<file path="src/rtl/y86_pkg.sv">
// Shared Y86-64 definitions: instruction codes, status codes and sequencer states.
package y86_pkg;

   localparam logic [3:0] I_HALT   = 4'h0;
   localparam logic [3:0] I_NOP    = 4'h1;
   localparam logic [3:0] I_RRMOVQ = 4'h2;
   localparam logic [3:0] I_IRMOVQ = 4'h3;
   localparam logic [3:0] I_RMMOVQ = 4'h4;
   localparam logic [3:0] I_MRMOVQ = 4'h5;
   localparam logic [3:0] I_OPQ    = 4'h6;
   localparam logic [3:0] I_JXX    = 4'h7;
   localparam logic [3:0] I_CALL   = 4'h8;
   localparam logic [3:0] I_RET    = 4'h9;
   localparam logic [3:0] I_PUSHQ  = 4'hA;
   localparam logic [3:0] I_POPQ   = 4'hB;

   localparam logic [2:0] STAT_AOK = 3'd1;
   localparam logic [2:0] STAT_HLT = 3'd2;
   localparam logic [2:0] STAT_ADR = 3'd3;
   localparam logic [2:0] STAT_INS = 3'd4;

   typedef enum logic [3:0] {
      S_IDLE,
      S_FETCH,
      S_DECODE,
      S_EXEC,
      S_MEM,
      S_WB,
      S_PCUP,
      S_PAUSE,
      S_HALT
   } state_e;

   // Instructions that touch data memory and therefore pass through MEM.
   function automatic logic is_mem_icode(input logic [3:0] ic);
      return (ic == I_RMMOVQ) || (ic == I_MRMOVQ) || (ic == I_CALL) ||
             (ic == I_RET)    || (ic == I_PUSHQ)  || (ic == I_POPQ);
   endfunction

endpackage

</file>
<file path="src/rtl/y86_mc_sequencer_if.sv">
// Data memory request/completion handshake between the sequencer and data memory.
interface y86_mc_sequencer_if;
   logic mem_req;
   logic mem_rdy;
   logic dmem_error;

   modport master (output mem_req, input mem_rdy, input dmem_error);
   modport slave  (input mem_req, output mem_rdy, output dmem_error);
endinterface

</file>
<file path="src/rtl/y86_sat_counter.sv">
// Up-counter with enable that sticks at all-ones instead of wrapping.
module y86_sat_counter #(
   parameter int W = 32
) (
   input  logic         clk,
   input  logic         rst_n,
   input  logic         en,
   output logic [W-1:0] cnt
);

   // Count while enabled; hold once every bit is set.
   always_ff @(posedge clk) begin
      if (!rst_n) begin
         cnt <= '0;
      end else if (en && (cnt != '1)) begin
         cnt <= cnt + 1'b1;
      end
   end

endmodule

</file>
<file path="src/rtl/y86_mc_sequencer.sv">
// Multi-cycle stage sequencer for the Y86-64 core.
//
// state    | meaning
// ---------+------------------------------------------------------------
// S_IDLE   | waiting for start
// S_FETCH  | fetch unit enabled; imem_error / instr_valid checked here
// S_DECODE | decode unit enabled; halt instruction detected here
// S_EXEC   | execute unit enabled; cc_en for OPq
// S_MEM    | data memory access; waits for mem_rdy with timeout
// S_WB     | register writeback
// S_PCUP   | PC update; instruction retires on exit
// S_PAUSE  | single-step hold, released by step
// S_HALT   | terminal; only reset leaves
module y86_mc_sequencer
   import y86_pkg::*;
#(
   parameter int CNT_W       = 32,
   parameter int MEM_TIMEOUT = 16,
   parameter int TO_W        = 8
) (
   input  logic                clk,
   input  logic                rst_n,
   input  logic                start,
   input  logic                step_mode,
   input  logic                step,
   input  logic [3:0]          icode,
   input  logic [3:0]          ifun,
   input  logic                instr_valid,
   input  logic                imem_error,
   y86_mc_sequencer_if.master  dmem,
   output logic                fetch_en,
   output logic                decode_en,
   output logic                exec_en,
   output logic                mem_en,
   output logic                wb_en,
   output logic                pc_en,
   output logic                cc_en,
   output logic [2:0]          stat,
   output logic                halted,
   output logic [CNT_W-1:0]    cycle_cnt,
   output logic [CNT_W-1:0]    instr_cnt
);

   localparam logic [TO_W-1:0] TO_LAST = TO_W'(MEM_TIMEOUT - 1);

   state_e          state;
   state_e          state_nxt;
   logic [2:0]      stat_nxt;
   logic [TO_W-1:0] to_cnt;
   logic            cyc_en;
   logic            ret_en;

   // ifun travels with icode from the fetch unit but does not steer sequencing.
   logic unused_ifun;
   assign unused_ifun = ^ifun;

   // State and architectural status registers.
   always_ff @(posedge clk) begin
      if (!rst_n) begin
         state <= S_IDLE;
         stat  <= STAT_AOK;
      end else begin
         state <= state_nxt;
         stat  <= stat_nxt;
      end
   end

   // Next state and status; faults latch a status code and park in HALT.
   always_comb begin
      state_nxt = state;
      stat_nxt  = stat;
      unique case (state)
         S_IDLE: begin
            if (start) state_nxt = S_FETCH;
         end
         S_FETCH: begin
            if (imem_error) begin
               stat_nxt  = STAT_ADR;
               state_nxt = S_HALT;
            end else if (!instr_valid) begin
               stat_nxt  = STAT_INS;
               state_nxt = S_HALT;
            end else begin
               state_nxt = S_DECODE;
            end
         end
         S_DECODE: begin
            if (icode == I_HALT) begin
               stat_nxt  = STAT_HLT;
               state_nxt = S_HALT;
            end else begin
               state_nxt = S_EXEC;
            end
         end
         S_EXEC: begin
            state_nxt = is_mem_icode(icode) ? S_MEM : S_WB;
         end
         S_MEM: begin
            // A completion on the final allowed cycle takes priority over the timeout.
            if (dmem.mem_rdy) begin
               if (dmem.dmem_error) begin
                  stat_nxt  = STAT_ADR;
                  state_nxt = S_HALT;
               end else begin
                  state_nxt = S_WB;
               end
            end else if (to_cnt == TO_LAST) begin
               stat_nxt  = STAT_ADR;
               state_nxt = S_HALT;
            end
         end
         S_WB: begin
            state_nxt = S_PCUP;
         end
         S_PCUP: begin
            state_nxt = step_mode ? S_PAUSE : S_FETCH;
         end
         S_PAUSE: begin
            if (step) state_nxt = S_FETCH;
         end
         S_HALT: begin
            state_nxt = S_HALT;
         end
         default: begin
            state_nxt = S_IDLE;
         end
      endcase
   end

   // Moore stage enables, memory request and counter enables.
   always_comb begin
      fetch_en     = (state == S_FETCH);
      decode_en    = (state == S_DECODE);
      exec_en      = (state == S_EXEC);
      mem_en       = (state == S_MEM);
      wb_en        = (state == S_WB);
      pc_en        = (state == S_PCUP);
      cc_en        = (state == S_EXEC) && (icode == I_OPQ);
      dmem.mem_req = (state == S_MEM);
      halted       = (state == S_HALT);
      cyc_en       = (state == S_FETCH) || (state == S_DECODE) || (state == S_EXEC) ||
                     (state == S_MEM)   || (state == S_WB)     || (state == S_PCUP);
      ret_en       = (state == S_PCUP);
   end

   // Memory wait counter: advances while MEM keeps waiting, clears when MEM is left.
   always_ff @(posedge clk) begin
      if (!rst_n) begin
         to_cnt <= '0;
      end else if ((state == S_MEM) && (state_nxt == S_MEM)) begin
         to_cnt <= to_cnt + 1'b1;
      end else begin
         to_cnt <= '0;
      end
   end

   y86_sat_counter #(.W(CNT_W)) u_cycle_cnt (
      .clk   (clk),
      .rst_n (rst_n),
      .en    (cyc_en),
      .cnt   (cycle_cnt)
   );

   y86_sat_counter #(.W(CNT_W)) u_instr_cnt (
      .clk   (clk),
      .rst_n (rst_n),
      .en    (ret_en),
      .cnt   (instr_cnt)
   );

endmodule

</file>
<file path="src/flat_wrapper.sv">
// flat-port wrapper written by rule: the top's interface ports become plain ports
module y86_mc_sequencer_flat import y86_pkg::*;
#(
   parameter int CNT_W       = 32,
   parameter int MEM_TIMEOUT = 16,
   parameter int TO_W        = 8
)
  (clk, rst_n, start, step_mode, step, icode, ifun, instr_valid, imem_error, fetch_en, decode_en, exec_en, mem_en, wb_en, pc_en, cc_en, stat, halted, cycle_cnt, instr_cnt, dmem_mem_req, dmem_mem_rdy, dmem_dmem_error);
  y86_mc_sequencer_if dmem_i ();
  input  logic clk;
  input  logic rst_n;
  input  logic start;
  input  logic step_mode;
  input  logic step;
  input  logic [3:0] icode;
  input  logic [3:0] ifun;
  input  logic instr_valid;
  input  logic imem_error;
  output logic fetch_en;
  output logic decode_en;
  output logic exec_en;
  output logic mem_en;
  output logic wb_en;
  output logic pc_en;
  output logic cc_en;
  output logic [2:0] stat;
  output logic halted;
  output logic [CNT_W-1:0] cycle_cnt;
  output logic [CNT_W-1:0] instr_cnt;
  output wire logic [$bits(dmem_i.mem_req)-1:0] dmem_mem_req;
  input wire logic [$bits(dmem_i.mem_rdy)-1:0] dmem_mem_rdy;
  input wire logic [$bits(dmem_i.dmem_error)-1:0] dmem_dmem_error;
  assign dmem_mem_req = dmem_i.mem_req;
  assign dmem_i.mem_rdy = dmem_mem_rdy;
  assign dmem_i.dmem_error = dmem_dmem_error;
  y86_mc_sequencer #(.CNT_W(CNT_W), .MEM_TIMEOUT(MEM_TIMEOUT), .TO_W(TO_W)) u_core (.clk(clk), .rst_n(rst_n), .start(start), .step_mode(step_mode), .step(step), .icode(icode), .ifun(ifun), .instr_valid(instr_valid), .imem_error(imem_error), .dmem(dmem_i), .fetch_en(fetch_en), .decode_en(decode_en), .exec_en(exec_en), .mem_en(mem_en), .wb_en(wb_en), .pc_en(pc_en), .cc_en(cc_en), .stat(stat), .halted(halted), .cycle_cnt(cycle_cnt), .instr_cnt(instr_cnt));
endmodule
</file>
<file path="config.mk">
export PLATFORM = sky130hd
export DESIGN_NAME = y86_mc_sequencer_flat
export DESIGN_NICKNAME = d
export VERILOG_FILES = /design/src/rtl/y86_pkg.sv /design/src/rtl/y86_mc_sequencer_if.sv /design/src/rtl/y86_sat_counter.sv /design/src/rtl/y86_mc_sequencer.sv /design/src/flat_wrapper.sv
export SDC_FILE = /design/constraint.sdc
export NUM_CORES = 1
export LEC_CHECK = 0
export ABC_AREA = 0
export CAP_MARGIN = 15
export CORE_UTILIZATION = 30
export CTS_CLUSTER_DIAMETER = 150
export CTS_CLUSTER_SIZE = 8
export DETAILED_ROUTE_END_ITERATION = 6
export GPL_ROUTABILITY_DRIVEN = 0
export MAX_ROUTING_LAYER = met4
export PLACE_DENSITY = 0.54
export REMOVE_ABC_BUFFERS = 1
export SYNTH_ARGS = -nofsm -noshare
export SYNTH_HDL_FRONTEND = slang
export SYNTH_SLANG_ARGS = --single-unit
</file>
<file path="constraint.sdc">
create_clock -name clk -period 2.45 [get_ports clk]
set_input_delay 0.49 -clock clk [delete_from_list [all_inputs] [get_ports clk]]
set_output_delay 0.49 -clock clk [all_outputs]
set_load 0.005 [all_outputs]
</file>
* After elaboration in Yosys (flattened, before gate mapping)
Cells that the tools add are included.
Widths: inputs -> output; s select.
** Storage, ports and cells
- Bits in registers :: 79
- Latch bits :: 0
- Memory bits (writable) :: 0
- Bits in read-only memories :: 0
- Input bits :: 17
- Output and inout port bits :: 76
- Memories :: 0
** Operators by class
- Add/subtract/negate cells :: 3
- Multipliers :: 0
- Div/mod/pow operators :: 0
- $lt $le $gt $ge :: 0
- Eq/ne operators :: 23
- Shifts and indexed selects :: 0
- Multiplexer cells :: 18
- Bitwise operators :: 0
- Reduce and logical (&&, ||, !) cells :: 19
** Operators with widths (number)
- $add 32x1->32 const B :: 2
- $ne 32x32->1 const B :: 2
- $pmux 4 s9 :: 1
- $eq 4x3->1 const B :: 8
- $mux 4 :: 8
- $mux 3 :: 7
- $eq 4x4->1 const B :: 5
- $logic_or 1x1->1 :: 10
- $pmux 3 s3 :: 1
- $add 8x1->8 const B :: 1
- $eq 4x2->1 const B :: 2
- $eq 8x4->1 const B :: 1
- $logic_not 4->1 :: 2
- $reduce_and 5->1 :: 1
- $eq 4x1->1 const B :: 1
- $logic_and 1x1->1 :: 4
- $ne 3x1->1 const B :: 1
- $ne 3x2->1 const B :: 1
- $ne 3x3->1 const B :: 1
- $reduce_bool 3->1 :: 1
- $ne 2x1->1 const B :: 1
- $reduce_and 2->1 :: 1
- $mux 1 :: 1

* Logic depth before layout (Yosys ltp)
Gate-level depths: netlist (run 1).
- Depth in word-level cells :: 11
- Gate-level depth with buffers :: 8

* By module
A second synthesis (run 1) with hierarchy kept.
** Unflattened totals
- Cell total of the unflattened synthesis :: 501
- Area total of the unflattened synthesis :: 4274.1 µm²
** Modules (own cells, without submodules)
- y86_sat_counter :: instances 2, cells each 200, area each 1704.1 µm², seq. area each 640.6 µm²
- y86_mc_sequencer :: instances 1, cells each 101, area each 865.8 µm², seq. area each 300.3 µm²

* Least setup slack after synthesis (run 1)
Ideal clock, no wire load.
- Kind :: flip-flop to flip-flop
- Start :: register u_core.u_instr_cnt.cnt[0]
- End :: register u_core.u_instr_cnt.cnt[27]
- Setup time :: 128 ps
- Data arrival time :: 1946 ps
- Path slack :: 377 ps
- Cell stages (with the launch flop) :: 7
- Buffers on the path :: 0
- Path through :: dfxtp_1 -> ha_1 -> nand3_1 -> or4_1 -> o2111ai_1 -> xor2_1 -> nor2_1
** On the way
- Longest elaborated chain between the ends :: 2
- Elaborated cells on any way between the ends :: 3
- Classes of those cells :: add/sub: 1; eq/ne: 1; reduce/logical: 1
** Ends and longest elaborated chain
- start: declaration :: RTL line y86_sat_counter.sv:8 : output logic [W-1:0] cnt
- start signal: assignment :: RTL line y86_sat_counter.sv:16 : cnt <= cnt + 1'b1;
- branches (longest 2 deep; another with $add 32x1->32)
Parallel ways; which one is timed is not known.
A chain may end at the register's enable or synchronous reset.

* Worst setup path after layout (run 1)
- Start :: register u_core.state[2]
- End :: output port exec_en
** On the way
- Longest elaborated chain between the ends :: 1
** Ends and longest elaborated chain
- start: declaration :: RTL line y86_mc_sequencer.sv:46 : state_e state;
- start signal: assignment :: RTL line y86_mc_sequencer.sv:63 : state <= state_nxt;
- $eq 4x2->1 :: RTL line y86_mc_sequencer.sv:134 : exec_en = (state == S_EXEC);
- end: declaration :: RTL line flat_wrapper.sv:21 : output logic exec_en;
Every way passes these cells.

==> results of run 1 <==
-- state kept, by name, summed over array words and instances, names as in the netlist --
| signal | count |
|---|---|
| u_core.stat | 3 |
| u_core.state | 4 |
| u_core.to_cnt | 8 |
| u_core.u_cycle_cnt.cnt | 32 |
| u_core.u_instr_cnt.cnt | 32 |
-- metal layers --
layer / wire [microns] / track usage
met5: 0 / -
met4: 111 / 0.04905
met3: 411 / 0.04215
met2: 5103 / 0.2507
met1: 5223 / 0.1979
-- kinds of logic (layout without fill, tap and decap cells) --
kind of cell	count (synthesis)	count (layout)
AOI/OAI and AO/OA	109	109
xor gates and xnor gates	22	22
adders and majority gates	3	3
buffers and inverters	41	142
DFF	79	79
muxes	7	7
and+or+nand+nor	225	225
-- power by group --
group,total [W],leakage [nW],internal [W],switching [W]
registers,0.00131,0.638,0.00130,0.0000167
clock network,0.00135,0.151,0.000833,0.000519
logic,0.000186,0.960,0.0000903,0.0000960
total,0.00285,1.75,0.00222,0.000631
-- worst max-delay path by stage --
| stage | start | end | slack (ns) | cells after the start |
|---|---|---|---|---|
| after floorplan | u_core.u_instr_cnt.cnt[27] | u_core.u_instr_cnt.cnt[7] | 0.17 | 5 |
| after global placement | icode[1] | u_core.to_cnt[7] | 0.13 | 7 |
| after detailed placement | icode[1] | u_core.to_cnt[7] | 0.08 | 7 |
| after CTS | u_core.state[0] | cc_en | 0.0006 | 4 |
| after global routing | u_core.state[2] | u_core.u_cycle_cnt.cnt[30] | -0.009 | 5 |
| final | u_core.state[2] | exec_en | 0.1 | 4 |
-- layout by cell type, fill, tap and decap left out, types with 2 or more instances in the layout --
master,synthesis,layout
a31oi_1,5,5
mux2i_1,6,6
ha_1,3,3
nor2b_1,2,2
o21ai_0,23,23
clkinv_2,0,3
or4_1,23,23
or3_2,2,2
and2_1,3,3
nor4_2,1,2
clkbuf_16,0,9
dfxtp_1,79,77
nor4_1,12,11
or3_1,18,18
clkbuf_8,0,2
o31ai_1,21,21
nand3_1,26,26
nand3b_1,3,3
and4_4,2,2
or2_2,4,4
and3_1,7,7
a211oi_1,6,6
a21oi_1,42,42
nor4b_2,2,3
xor2_1,7,7
dfxtp_2,0,2
nand2_1,36,36
nand4_1,20,20
inv_1,14,14
o2111ai_1,2,2
nand2b_1,8,8
clkdlybuf4s50_1,0,87
xnor2_1,15,15
nor3_1,6,6
nor2_1,37,37
buf_4,3,23
-- timing repair --
| action | CTS | global route |
|---|---|---|
| hold buffers | 0 | 0 |
| buffers inserted | 0 | 1 |
| endpoints found under the hold margin | 0 | 0 |
| resized for setup | 0 | 7 |
| setup endpoints to repair | 0 | 3 |
-- area by class of cell --
class,count,share of cell area
clock buffers,11,0.04542
clock inverters,4,0.008095
inverters,14,0.009445
multi-input cells,366,0.4174
flip-flops and latches,79,0.2847
well taps,176,0.03958
repair buffers,113,0.1954
-- through the flow --
step	std cells	area (sq um)
floorplan	459	3939
global placement	747	5233
detailed placement	747	5233
CTS	762	5530
global route	763	5564
finish	763	5564
-- worst register-to-register path, cell delays in order, from the launching register on --
cell	delay, ns
dfxtp_1	0.51
nor3_1	0.13
or3_1	0.42
a311o_1	0.59
or4_1	0.48
a21oi_1	0.14
==> flow_summary.toml, run 1 <==
[cts]
h-tree-depth = 3
insertion_delay_ns = 0.34
cts-buffers-inserted = 9
cts_buffer_depth = 2
cts_sinks = 79
cts_root_buf = "clkbuf_16"
clkTransAtPathRegs_ns = 0.06
cts_tree = "yes"

[yosys]
synth_edf_count = 0
synthTopCellsByCount = "dfxtp_1, a21oi_1, nor2_1, nand2_1, nand3_1"
synth-compound-area-share = 0.1673
async_flop_share = 0
ys_seq_elements = 79
syn_area_sq_um = 4098
netlist.area_leader.share = 0.3860
synthCells = 486
yosysSeqAreaShare = 0.3860
yosysTopAreaCell = "dfxtp_1"
ys_types = 60
synth_ff_type = "dfxtp_1"
synth_top_family_by_area = "simple AND/OR/NAND/NOR gates"
ys_warn_count = 0
muxShareOfSynthArea = 0.01740
synth-simple-area-share = 0.3215
yosysMostFrequentCell = "dfxtp_1"
avgSynthCellArea_sq_um = 8.431
synthAdderAreaFrac = 0.009160
synth-xor-area-share = 0.04702
ys_top_cells_by_area = "dfxtp_1, a21oi_1, or4_1, o31ai_1, nor2_1"

[power]
vdd_drop_max_v = 0.0002807
power_density_nw_per_um2 = 512.8
p_leak_nw = 1.749
power_w = 0.002853

[timing]
clock_skew_ns = 0.005460
slew_viol_final = 0
setup-violations-final = 0
period_needed_ns = 2.350
fmax_mhz = 425.5
fin_crit_sh = 0.9592
postLayoutSetupSlackWorst_ns = 0.09998
slew-limit-headroom = 0.5199
hold_viol_final = 0
timing.hold.ws_ns = 0.4494
final.setup.tns_ns = 0
worst_slew_pin_slew_ns = 0.7202

[route]
detail_route.first_pass.iterations = 4
wire_per_inst_microns = 14.22
ant_nets = 0
num_vias = 3953
viasPerCell = 5.181
drt_iter0_drc = 217
drc = 0
drt_wl_total_microns = 10850

[placed_design]
hpwl_microns = 7664
pre_cts_ws_ns = 0.08167
io_buffers = 88

[setup_path]
crit_chain = "nand4b_1 > buf_4 > inv_1 > clkdlybuf4s50_1"
r2r_slack_ns = 0.11
crit_type = "register to output pin"
timing.rr.end = "u_core.u_cycle_cnt.cnt[16]"
timing.rr.start = "u_core.state[2]"
arrival_ns = 1.86
critical_path.max_stage_delay_ns = 0.50
path_buf_inv = 3
cp_slowest_cell = "clkdlybuf4s50_1"
cp_top_family = "buffers and inverters"
cp-start-kind = "register"
required_ns = 1.96
reg2reg_depth = 5
path_max_fanout = 10
end_kind = "output pin"

[global_route]
grt_pass1_vias = 3569
antenna_found_initial = 0
grt-ovfl-total = 0
track_usage = 0.1588
grt_pass1_wl_microns = 17510
grt_max_degree = 56

[layout]
nets = 603
drive_gt1_frac = 0.1124
n_antenna_cell = 0
regArea_sq_um = 1584
nFillCells = 1343
area_delta_synth_final_pct = 35.79
multi_input_area_sq_um = 2322
finish.utilization = 0.4185

[run_status]
status = "finished, final reports clean"

[worst_hold_path]
worstHoldPathCells = 1
holdPathEnd = "u_core.to_cnt[0]"
hold_start = "u_core.to_cnt[0]"
hold_path.class = "register to register"

[run]
maxCapViolCount = 0

[die]
pin_count = 93
die-area_sq_um = 14130
rows = 42
core_area_sq_um = 13300
die_h_microns = 118.9
die_w_microns = 118.9
start_util = 0.3082
No activity file was read; power rests on OpenSTA's default activity.
==> run 2, diff against run 1 <==
Settings changed: CORE_UTILIZATION 30 to 31, PLACE_DENSITY 0.54 to 0.56.
==> flow_summary.toml, run 2 (synthesized netlist as in run 1, its figures left out) <==
[setup_path]
timing.rr.start = "u_core.u_cycle_cnt.cnt[0]"
path_max_fanout = 20
startpoint = "u_core.u_cycle_cnt.cnt[0]"
arrival_ns = 2.61
cp-start-kind = "register"
required_ns = 2.72
crit_type = "register to register"
reg2reg_depth = 7
end_kind = "register"

[timing]
setup-violations-final = 0
hold_viol_final = 0
period_needed_ns = 2.335
rsz0062_at_grt = "false"
final.setup.tns_ns = 0
slew_viol_final = 0
fin_crit_sh = 0.9530
timing.hold.ws_ns = 0.4511
fmax_mhz = 428.3
worst_slew_pin_slew_ns = 0.4632
clock_skew_ns = 0.003962
slew-limit-headroom = 0.6869

[cts]
clkTransAtPathRegs_ns = 0.06
cts_tree = "yes"
h-tree-depth = 3
cts_root_buf = "clkbuf_16"
cts-buffers-inserted = 9
cts_sinks = 79
insertion_delay_ns = 0.34
cts_buffer_depth = 2

[worst_hold_path]
hold_start = "u_core.to_cnt[0]"
worstHoldPathCells = 1
hold_path.class = "register to register"

[placed_design]
post_dp_cell_area_sq_um = 5230
io_buffers = 88
placedCellCount = 745
hpwl_microns = 7883

[route]
drt_iter0_drc = 163
wl_met2_microns = 5207
wire_per_inst_microns = 14.43
wl_met1_microns = 5251
drt_wl_total_microns = 11070
drc = 0
viasPerCell = 5.270
ant_nets = 0
top_layer = "met4"
dr_wl_met3_microns = 439
num_vias = 4042
detail_route.first_pass.iterations = 4

[global_route]
grt_pass1_wl_microns = 17710
grt-ovfl-total = 0
grt_max_degree = 41
track_usage = 0.1712
antenna_found_initial = 0
grt_pass1_vias = 3637

[die]
pin_count = 93
die-area_sq_um = 13680
core_area_sq_um = 12770
die_h_microns = 117.0
die_w_microns = 117.0
rows = 41
start_util = 0.3208

[run]
maxCapViolCount = 0

[layout]
finalNonFillerCells = 767
final_cell_mix = "clkdlybuf4s50_1, dfxtp_1, a21oi_1"
n_antenna_cell = 0
stdcell_area_sq_um = 5595
drive_gt1_frac = 0.1277
finish.utilization = 0.4380
nets = 610
mostFrequentLayoutCell = "clkdlybuf4s50_1"
area_delta_synth_final_pct = 36.55
largest_registers = "u_core.u_cycle_cnt.cnt (32), u_core.u_instr_cnt.cnt (32), u_core.to_cnt (8)"

[power]
power_density_nw_per_um2 = 492.7
vdd_drop_max_v = 0.0002560
p_leak_nw = 1.746

[run_status]
status = "finished, final reports clean"
==> run 2: power breakdown <==
part / total (W) / switching [W] / internal (W) / leakage (nW)
logic: 0.000183 / 0.0000938 / 0.0000887 / 0.972
clock network: 0.00126 / 0.000522 / 0.000739 / 0.136
registers: 0.00131 / 0.0000159 / 0.00130 / 0.638
==> run 2: cell type report <==
cell class,instances,area [sq um]
Fill cell,1273,7178
Multi-Input combinational cell,366,2342
Sequential cell,79,1585
Timing Repair Buffer,120,1122
Clock buffer,13,260.3
Tap cell,172,215.2
Inverter,14,52.55
Clock inverter,3,17.52
==> run 2: through the flow <==
step           power, W  setup WS (ns)
3_5_place_dp   0.001524        0.04202
4_1_cts        0.002797      0.0005016
3_3_place_gp   0.001520        0.07360
2_1_floorplan  0.001418         0.1702
5_1_grt        0.002872       0.002128
6_report       0.002757         0.1151
==> run 2: timing repair <==
item | 4_1_cts | 5_1_grt
setup endpoints to repair | 2 | 25
setup buffers | 1 | 4
hold buffers | 0 | 0
gates resized for setup | 2 | 8
cloned | 0 | 1
==> run 2: worst paths after layout <==
kind              slack (ns)                         to
hold reg to reg         0.45           u_core.to_cnt[0]
hold / removal          0.45           u_core.to_cnt[0]
setup reg to reg        0.12  u_core.u_cycle_cnt.cnt[9]
setup / recovery        0.12  u_core.u_cycle_cnt.cnt[9]
==> run 2: per-layer routing <==
layer / global-route usage / vias up
met5: - / -
met4: 0.07764 / 0
met3: 0.02729 / 11
met2: 0.2671 / 88
met1: 0.2179 / 1908
li1: - / 2035
==> run 2: critical path, cell delays in order, from the launching register on <==
cell,delay [ns]
dfxtp_1,0.36
ha_1,0.24
and3_1,0.22
and4_2,0.25
a41o_2,0.35
buf_4,0.23
or3_2,0.46
a21oi_1,0.15
